`src/rtl/parity_check_sequencer.sv`:
```
// Self-test sequencer for a 3-input even/odd parity stage.
// Sweeps codes 0..7, samples synchronized Fev/Fodd, reports verdict.
module parity_check_sequencer #(
  parameter int SETTLE_CYCLES = 4
) (
  input  logic       clk,
  input  logic       rst_n,
  input  logic       start,
  input  logic       abort,
  input  logic       Fev,
  input  logic       Fodd,
  output logic       A,
  output logic       B,
  output logic       C,
  output logic       busy,
  output logic       done,
  output logic       pass,
  output logic [3:0] err_count,
  output logic [2:0] first_fail
);

  typedef enum logic [1:0] {
    IDLE,
    SETTLE,
    DONE
  } state_t;

  localparam logic [3:0] RELOAD = 4'(SETTLE_CYCLES - 1);

  state_t     state, state_n;
  logic [2:0] code, code_n;
  logic [3:0] cnt, cnt_n;
  logic [3:0] err_n;
  logic [2:0] ff_n;
  logic       busy_n, done_n, pass_n;
  logic       fev_s1, fev_s2;
  logic       fodd_s1, fodd_s2;
  logic       exp_od, exp_ev, miss;

  assign exp_od = ^code;
  assign exp_ev = ~exp_od;
  assign miss   = (fev_s2 != exp_ev) ||
                  (fodd_s2 != exp_od);

  assign A = code[0];
  assign B = code[1];
  assign C = code[2];

  always_comb begin
    state_n = state;
    code_n  = code;
    cnt_n   = cnt;
    err_n   = err_count;
    ff_n    = first_fail;
    busy_n  = busy;
    done_n  = 1'b0;
    pass_n  = pass;
    unique case (state)
      IDLE: begin
        code_n = 3'd0;
        busy_n = 1'b0;
        if (start) begin
          state_n = SETTLE;
          cnt_n   = RELOAD;
          busy_n  = 1'b1;
          err_n   = 4'd0;
          ff_n    = 3'd0;
          pass_n  = 1'b0;
        end
      end
      SETTLE: begin
        if (abort) begin
          state_n = IDLE;
          code_n  = 3'd0;
          cnt_n   = 4'd0;
          busy_n  = 1'b0;
          pass_n  = 1'b0;
        end else if (cnt != 4'd0) begin
          cnt_n = cnt - 4'd1;
        end else begin
          if (miss) begin
            err_n = err_count + 4'd1;
            // err_count still zero means this is the sweep's first miss
            if (err_count == 4'd0)
              ff_n = code;
          end
          if (code == 3'd7) begin
            state_n = DONE;
            code_n  = 3'd0;
            busy_n  = 1'b0;
            done_n  = 1'b1;
            pass_n  = (err_n == 4'd0);
          end else begin
            code_n = code + 3'd1;
            cnt_n  = RELOAD;
          end
        end
      end
      DONE: begin
        state_n = IDLE;
        if (abort)
          pass_n = 1'b0;
      end
      default: begin
        state_n = IDLE;
        code_n  = 3'd0;
        busy_n  = 1'b0;
      end
    endcase
  end

  always_ff @(posedge clk or negedge rst_n) begin
    if (!rst_n) begin
      state      <= IDLE;
      code       <= 3'd0;
      cnt        <= 4'd0;
      busy       <= 1'b0;
      done       <= 1'b0;
      pass       <= 1'b0;
      err_count  <= 4'd0;
      first_fail <= 3'd0;
      fev_s1     <= 1'b0;
      fev_s2     <= 1'b0;
      fodd_s1    <= 1'b0;
      fodd_s2    <= 1'b0;
    end else begin
      state      <= state_n;
      code       <= code_n;
      cnt        <= cnt_n;
      busy       <= busy_n;
      done       <= done_n;
      pass       <= pass_n;
      err_count  <= err_n;
      first_fail <= ff_n;
      fev_s1     <= Fev;
      fev_s2     <= fev_s1;
      fodd_s1    <= Fodd;
      fodd_s2    <= fodd_s1;
    end
  end

endmodule

```
`config.mk`:
```
export PLATFORM = sky130hd
export DESIGN_NAME = parity_check_sequencer
export DESIGN_NICKNAME = d
export VERILOG_FILES = /design/src/rtl/parity_check_sequencer.sv
export SDC_FILE = /design/constraint.sdc
export NUM_CORES = 1
export LEC_CHECK = 0
export ABC_AREA = 1
export CAP_MARGIN = 20
export CORE_MARGIN = 5
export CORE_UTILIZATION = 59
export CTS_BUF_LIST = sky130_fd_sc_hd__clkbuf_2
export DETAILED_ROUTE_END_ITERATION = 7
export PLACE_DENSITY = 0.84
export SLEW_MARGIN = 20
export SYNTH_ARGS = -nofsm -noshare
export SYNTH_HDL_FRONTEND = slang
export SYNTH_SLANG_ARGS = --single-unit
```
`constraint.sdc`:
```
create_clock -name clk -period 2.4 [get_ports clk]
set_input_delay 0.48 -clock clk [delete_from_list [all_inputs] [get_ports clk]]
set_output_delay 0.48 -clock clk [all_outputs]
set_load 0.02 [all_outputs]
```
# [After elaboration in Yosys (flattened, before gate mapping)]
# Cells that the tools add are included.
[classes] add_sub_neg=3 n_mul=0 div=0 n_lt_le_gt_ge=0 eq_ne=14 shifts=0 muxes=43 n_bitwise=2 n_reduce_logical=15
[op_table] cell="$mux 4" n=11
[op_table] cell="$mux 3" n=8
[op_table] cell="$pmux 4 s2" n=2
[op_table] cell="$mux 1" n=13
[op_table] cell="$ne 2x2->1 const B" n=6
[op_table] cell="$pmux 3 s2" n=2
[op_table] cell="$reduce_and 3->1" n=3
[op_table] cell="$logic_not 4->1" n=2
[op_table] cell="$mux 2" n=4
[op_table] cell="$ne 3x3->1 const B" n=2
[op_table] cell="$pmux 1 s3" n=2
[op_table] cell="$reduce_and 6->1" n=1
[op_table] cell="$reduce_and 5->1" n=1
[op_table] cell="$add 4x1->4 const B" n=1
[op_table] cell="$ne 4x4->1 const B" n=1
[op_table] cell="$pmux 2 s2" n=1
[op_table] cell="$reduce_and 4->1" n=1
[op_table] cell="$reduce_bool 4->1" n=1
[op_table] cell="$sub 4x1->4 const B" n=1
[op_table] cell="$add 3x1->3 const B" n=1
[op_table] cell="$eq 3x3->1 const B" n=1
[op_table] cell="$reduce_bool 3->1" n=1
[op_table] cell="$reduce_xor 3->1" n=1
[op_table] cell="$eq 2x1->1 const B" n=1
[op_table] cell="other kinds (7)" n=9
[word_totals] register_bits=23 latch_bits=0 ramBits=0 rom_bits=0 wordCells=89 n_memories=0

# [Depth between registers and ports, before layout]
# Gate-level depths: netlist (run 1).
[logic_depth] depth_word=13 mapped_depth=11 mapped_depth_nobuf=11

# [Worst setup path before layout (run 1)]
# No wires, ideal clock.
[synth_timing] path_type="register to register" start="register code[0]" end="register first_fail[0]" arrival_time_ps=1611 required_ps=2283 slack_ps=672 stages_incl_launch_ff=10 n_path_buf=0 period_less_slack_ps=1728 cell_sequence="dfrtp_1 ha_1 inv_1 nand2_1 nand3_1 nand2_1 nor2_1 o21ai_2 nand2_1 nand2_1"
[synth_between] elab_chain_len=6
[synth_lines] element="from (decl)" line_no="31" text="logic [2:0] code, code_n;"
[synth_lines] element="from (signal assigned)" line_no="128" text="code <= code_n;"
[synth_lines] element="$reduce_xor 3->1" line_no="40" text="assign exp_od = ^code;"
[synth_lines] element="$not 1->1" line_no="41" text="assign exp_ev = ~exp_od;"
[synth_lines] element="$ne 1x1->1" line_no="42" text="assign miss = (fev_s2 != exp_ev) ||"
[synth_lines] element="$logic_or 1x1->1" line_no="42"
[synth_lines] element="$ne 2x2->1 (no line)"
[synth_lines] element="$reduce_and 6->1 (no line)"
[synth_lines] element="to (signal assigned)" line_no="134" text="first_fail <= ff_n;"
[synth_lines] element="to (decl)" line_no="19" text="output logic [2:0] first_fail"
# Parallel ways exist; a longest one is shown, timed or not. The select of a mux whose other input is x is not followed.
# A chain may end at the register's enable or synchronous reset.

# [Worst setup path in the final report (run 1)]
[layout_timing] start="register code[0]" end="output A"
[layout_lines] element="to (decl)" line_no="12" text="output logic A,"
# No word-level cell between the ends.

==> results of run 1 <==
kinds of logic (layout without fill, tap and decap cells):
| family | count (synthesis) | after routing | share of synthesized area (%) |
|---|---|---|---|
| XOR/XNOR | 3 | 3 | 2.13 |
| AND/OR/NAND/NOR | 79 | 79 | 29.1 |
| buffers and inverters | 23 | 46 | 6.98 |
| AO/OA/AOI/OAI | 19 | 19 | 9.11 |
| flip-flops | 23 | 23 | 46.6 |
| adder cells (fa/ha/maj) | 6 | 6 | 6.07 |
worst max-delay path by stage:
stage                     startpoint            end
after global routing         code[0]  first_fail[1]
after floorplan              code[0]  first_fail[0]
after global placement         abort           busy
after CTS                    code[0]              A
after detailed placement       abort           busy
final                        code[0]              A
placed cells by master, fill, tap and decap left out, types with 4 or more instances in the layout:
cell type	n
nand2_1	37
inv_1	23
clkdlybuf4s50_1	18
clkbuf_2	4
dfrtp_1	23
o21ai_0	13
ha_1	6
nor2_2	4
nand3_1	18
nor2_1	12
metrics by stage:
| stage | cells | instance area (µm²) | setup WS (ps) | hold slack (ps) |
|---|---|---|---|---|
| final | 203 | 1480 | 444 | 373 |
| after global routing | 203 | 1480 | 312 | 403 |
| after CTS | 203 | 1480 | 439 | 380 |
| after detailed placement | 199 | 1460 | 486 | 337 |
| after global placement | 199 | 1460 | 557 | 339 |
| after floorplan | 153 | 1240 | 672 | 184 |
power breakdown:
part | switching, µW | total [µW] | internal [µW] | leakage (µW)
registers | 93.1 | 581 | 488 | 0.000298
clock network | 110 | 154 | 44.1 | 0.0000166
logic | 536 | 863 | 327 | 0.000452
layer usage:
| layer | vias to the layer above | part of all wire [%] | GRT usage, % | wire length (µm) |
|---|---|---|---|---|
| met5 | - | 0 | 0 | 0 |
| met4 | 0 | 1.7 | 10.1 | 41 |
| met3 | 5 | 5.0 | 3.02 | 121 |
| met2 | 29 | 46 | 26.4 | 1120 |
| met1 | 491 | 47 | 22.6 | 1120 |
| li1 | 534 | - | - | - |
layout make-up:
type / instances / area [µm²] / area share [%]
Tap cell: 27 / 33.8 / 2.29
Clock buffer: 4 / 20.0 / 1.35
Sequential cell: 23 / 576 / 38.9
Timing Repair Buffer: 19 / 188 / 12.7
Inverter: 23 / 86.3 / 5.84
Multi-Input combinational cell: 107 / 574 / 38.9
registers in the layout (all words and copies together), names as in the netlist:
register,cells
fodd_s1,1
pass,1
fev_s1,1
fodd_s2,1
state,2
busy,1
fev_s2,1
cnt,4
code,3
done,1
first_fail,3
err_count,4
==> qor.csv, run 1 <==
metric,value,unit
clk_root_buffer_cell,clkbuf_2,
r2r_setup_slack,500,ps
grt_pass1_vias,970,
die_height,55.8,µm
setup_viol,0,
synth.avg_cell_area,8.08,µm²
syn_inst,153,
drive_above_1_share,9.66,%
period_share,81.5,%
routedWlPerCell,11.8,µm
cp-end-kind,output pin,
chipWidth,55.8,µm
tightestPinTransition,360,ps
hold_path.class,reg -> reg,
synth_area_leaders,"dfrtp_1 (47%), nand2_1 (11%), nand3_1 (7.3%), inv_1 (7.0%), ha_1 (6.1%)",
syn-cell-area,1240,µm²
crit_family,buffers and inverters,
crit_slowest_cell,clkdlybuf4s50_1,
min-delay-start,fodd_s1,
drc,0,
outcome,finished clean,
synth_edf_count,0,
power,1600,µW
tritoncts,yes,
r2r-start,code[0],
ant_nets,0,
seq_area_frac_synth,46.6,%
yosysTopAreaCell,dfrtp_1,
finalHoldViolations,0,
io_buffers,18,
utilization,74.6,%
cp_num_buf_inv,1,
path_class,reg -> out,
critPathMaxFanout,5,
initial_core_util,62.4,%
grt_pass1_wl,4.24,mm
drt-total-wl,2.40,mm
power.density,1080,nW/µm²
worstRegToRegCells,9,
hold_buffers,0,
gr-total-overflow,0,
area_growth,19.5,%
clock_skew,18.2,ps
cpPeakStageDelay,650,ps
die_area,3110,µm²
ys_types,20,
yosysTopAreaCellShare,46.6,%
whs_endpoint,fodd_s2,
cp_cell_sequence,clkdlybuf4s50_1,
cp.arrival,1480,ps
placementRows,16,
core,1980,µm²
finalCriticalPeriod,1960,ps
vdd_ir_drop_max,716,µV
maxCapViolations,0,
fmax,0.511,GHz
cp-start-kind,register,
synth_ff_type,dfrtp_1,
ys_ff_latch,23,
cts_buffers,3,
cts_sinks,23,
clkTransAtPathRegs,210,ps
grt_setup_unrepaired,false,
io_pins,19,
finalNetCount,189,
hpwl,1.85,mm
grt_max_degree,24,
first_pass_iters,4,
r2r-end,first_fail[0],
antenna_found_initial,0,
diodes,0,
postCtsSetupRepairBufs,0,
yosys-top-cells-count,"nand2_1 (37), dfrtp_1 (23), inv_1 (23)",
synth_nets,165,
drv_slew,0,
yosysMostFrequentCell,nand2_1,
whs_path_depth,0,
critical_path_required,1920,ps
cts_resized,0,
htree_levels,1,
drt_iter0_drc,22,
synthArstFlopShare,100,%
track_usage,17.2,%
fillCellCount,140,
setup_tns,0,ps
place.gp.congestion,0.823,
insertion_delay,330,ps
route.vias.total,1059,
ys_warn_count,0,
crit_cells,1,
relSlewSlack,75.8,%
max-clock-path-buffers,2,
p_leak,0.000767,µW
avgViaCountPerCell,5.22,
Note: power is estimated with default switching activity, not from simulation.
==> run 2: changes to the inputs <==
CORE_UTILIZATION = 50   (was 59)
PLACE_DENSITY = 0.76   (was 0.84)
clock period = 1.7 ns   (was 2.4 ns; I/O delays follow)
==> qor.csv, run 2 (synthesized netlist as in run 1, its figures left out) <==
metric,value,unit
p_switching,1080,µW
route.vias.total,1068,
final_cell_mix,"nand2_1 (36), inv_1 (23), dfrtp_1 (21)",
crit_family,buffers and inverters,
io_pins,19,
power,2340,µW
cts_buffers,3,
hpwl,2.06,mm
grt_setup_unrepaired,false,
hold_buffers,0,
cp-start-kind,register,
worst_slack,85.3,ps
clkTransAtPathRegs,200,ps
io_buffers,18,
crit_slowest_cell,dfrtp_1,
place.gp.congestion,0.918,
grt_pass1_vias,1024,
combinationalPowerShare,55.9,%
drv_slew,0,
htree_levels,1,
core,2410,µm²
period_share,95.0,%
cp_num_buf_inv,2,
post-place-ws,-16.6,ps
tightestPinTransition,342,ps
initial_core_util,51.3,%
postCtsSetupRepairBufs,0,
cp-end-kind,output pin,
utilization,65.0,%
die_height,59.7,µm
max-clock-path-buffers,2,
insertion_delay,310,ps
vdd_ir_drop_max,983,µV
final_common_cell,nand2_1,
routedWlPerCell,12.1,µm
finalCriticalPeriod,1610,ps
hold_path.class,in -> async,
setup_viol,0,
maxCapViolations,0,
power.density,1490,nW/µm²
relSlewSlack,77.0,%
setup_tns,0,ps
grt_pass1_wl,4.37,mm
drc,0,
ant_nets,0,
top_regs,"cnt x4, err_count x4",
cp_cell_sequence,buf_4 > dlygate4sd2_1,
area_growth,26.7,%
finalNetCount,196,
outcome,finished clean,
cp.arrival,1270,ps
chipWidth,59.7,µm
diodes,0,
track_usage,16.1,%
critical_path_required,1360,ps
first_pass_iters,4,
finalHoldViolations,0,
antenna_found_initial,0,
critPathMaxFanout,4,
drt-total-wl,2.58,mm
cpPeakStageDelay,460,ps
p_int,1260,µW
clk_root_buffer_cell,clkbuf_2,
drt_iter0_drc,21,
tritoncts,yes,
drive_above_1_share,16.4,%
pwr-share-clk,9.1,%
swShare,46.2,%
grt_max_degree,24,
gr-total-overflow,0,
die_area,3570,µm²
p_leak,0.000910,µW
cts_sinks,23,
placementRows,18,
path_class,reg -> out,
seqPwrFrac,34.9,%
avgViaCountPerCell,5.01,
clock_skew,7.81,ps
fmax,0.619,GHz
## run 2: layer usage
| metal | GRT usage [%] | wire length [µm] | vias up |
|---|---|---|---|
| met5 | 0 | 0 | - |
| met3 | 3.46 | 151 | 8 |
| met1 | 20.8 | 1130 | 480 |
| li1 | - | - | 553 |
| met2 | 25.8 | 1240 | 27 |
| met4 | 6.96 | 57 | 0 |
## run 2: worst register-to-register path, stage by stage, from the launching register on
cell	delay [ps]
dfrtp_1	470
ha_4	300
inv_1	50
nand2_1	60
nand3_1	110
nand2_2	180
nand2_1	70
nand2_1	70
inv_1	40
nor2_1	90
nand2_1	50
nand2_1	50
## run 2: power by group through the flow
stage | Combinational (µW) | Clock (µW) | Sequential, µW
floorplan | 742 | 0 | 917
global placement | 1270 | 0 | 810
detailed placement | 1300 | 0 | 820
CTS | 1270 | 225 | 810
global route | 1470 | 251 | 838
finish | 1310 | 214 | 817
## run 2: final cells by class
class | count | area (µm²)
clock buffers | 4 | 20.0
well taps | 30 | 37.5
repair buffers | 26 | 244
inverters | 23 | 86.3
fillers | 216 | 843
multi-input cells | 107 | 601
flip-flops and latches | 23 | 578
## run 2: repair_timing
| action | in CTS | in global routing |
|---|---|---|
| endpoints found under the setup margin | 8 | 12 |
| resized for setup | 10 | 9 |
| pin swaps | 0 | 1 |
## run 2: metrics by stage
stage	cells	cell area, µm²	hold slack, ps
after floorplan	153	1240	44.4
after global placement	209	1520	334
after detailed placement	209	1520	336
after CTS	213	1530	336
after global routing	213	1570	321
final	213	1570	334
## run 2: final timing paths
| check | startpoint | end | slack [ps] | depth (start not counted) |
|---|---|---|---|---|
| setup / recovery | code[0] | A | 90 | 2 |
| setup reg to reg | code[0] | pass | 120 | 11 |
| max in group asynchronous | rst_n | err_count[2] | 1110 | 2 |
| hold reg to reg | fodd_s1 | fodd_s2 | 380 | 0 |
| min in group clk | fodd_s1 | fodd_s2 | 380 | 0 |
| hold / removal | rst_n | fev_s2 | 330 | 2 |
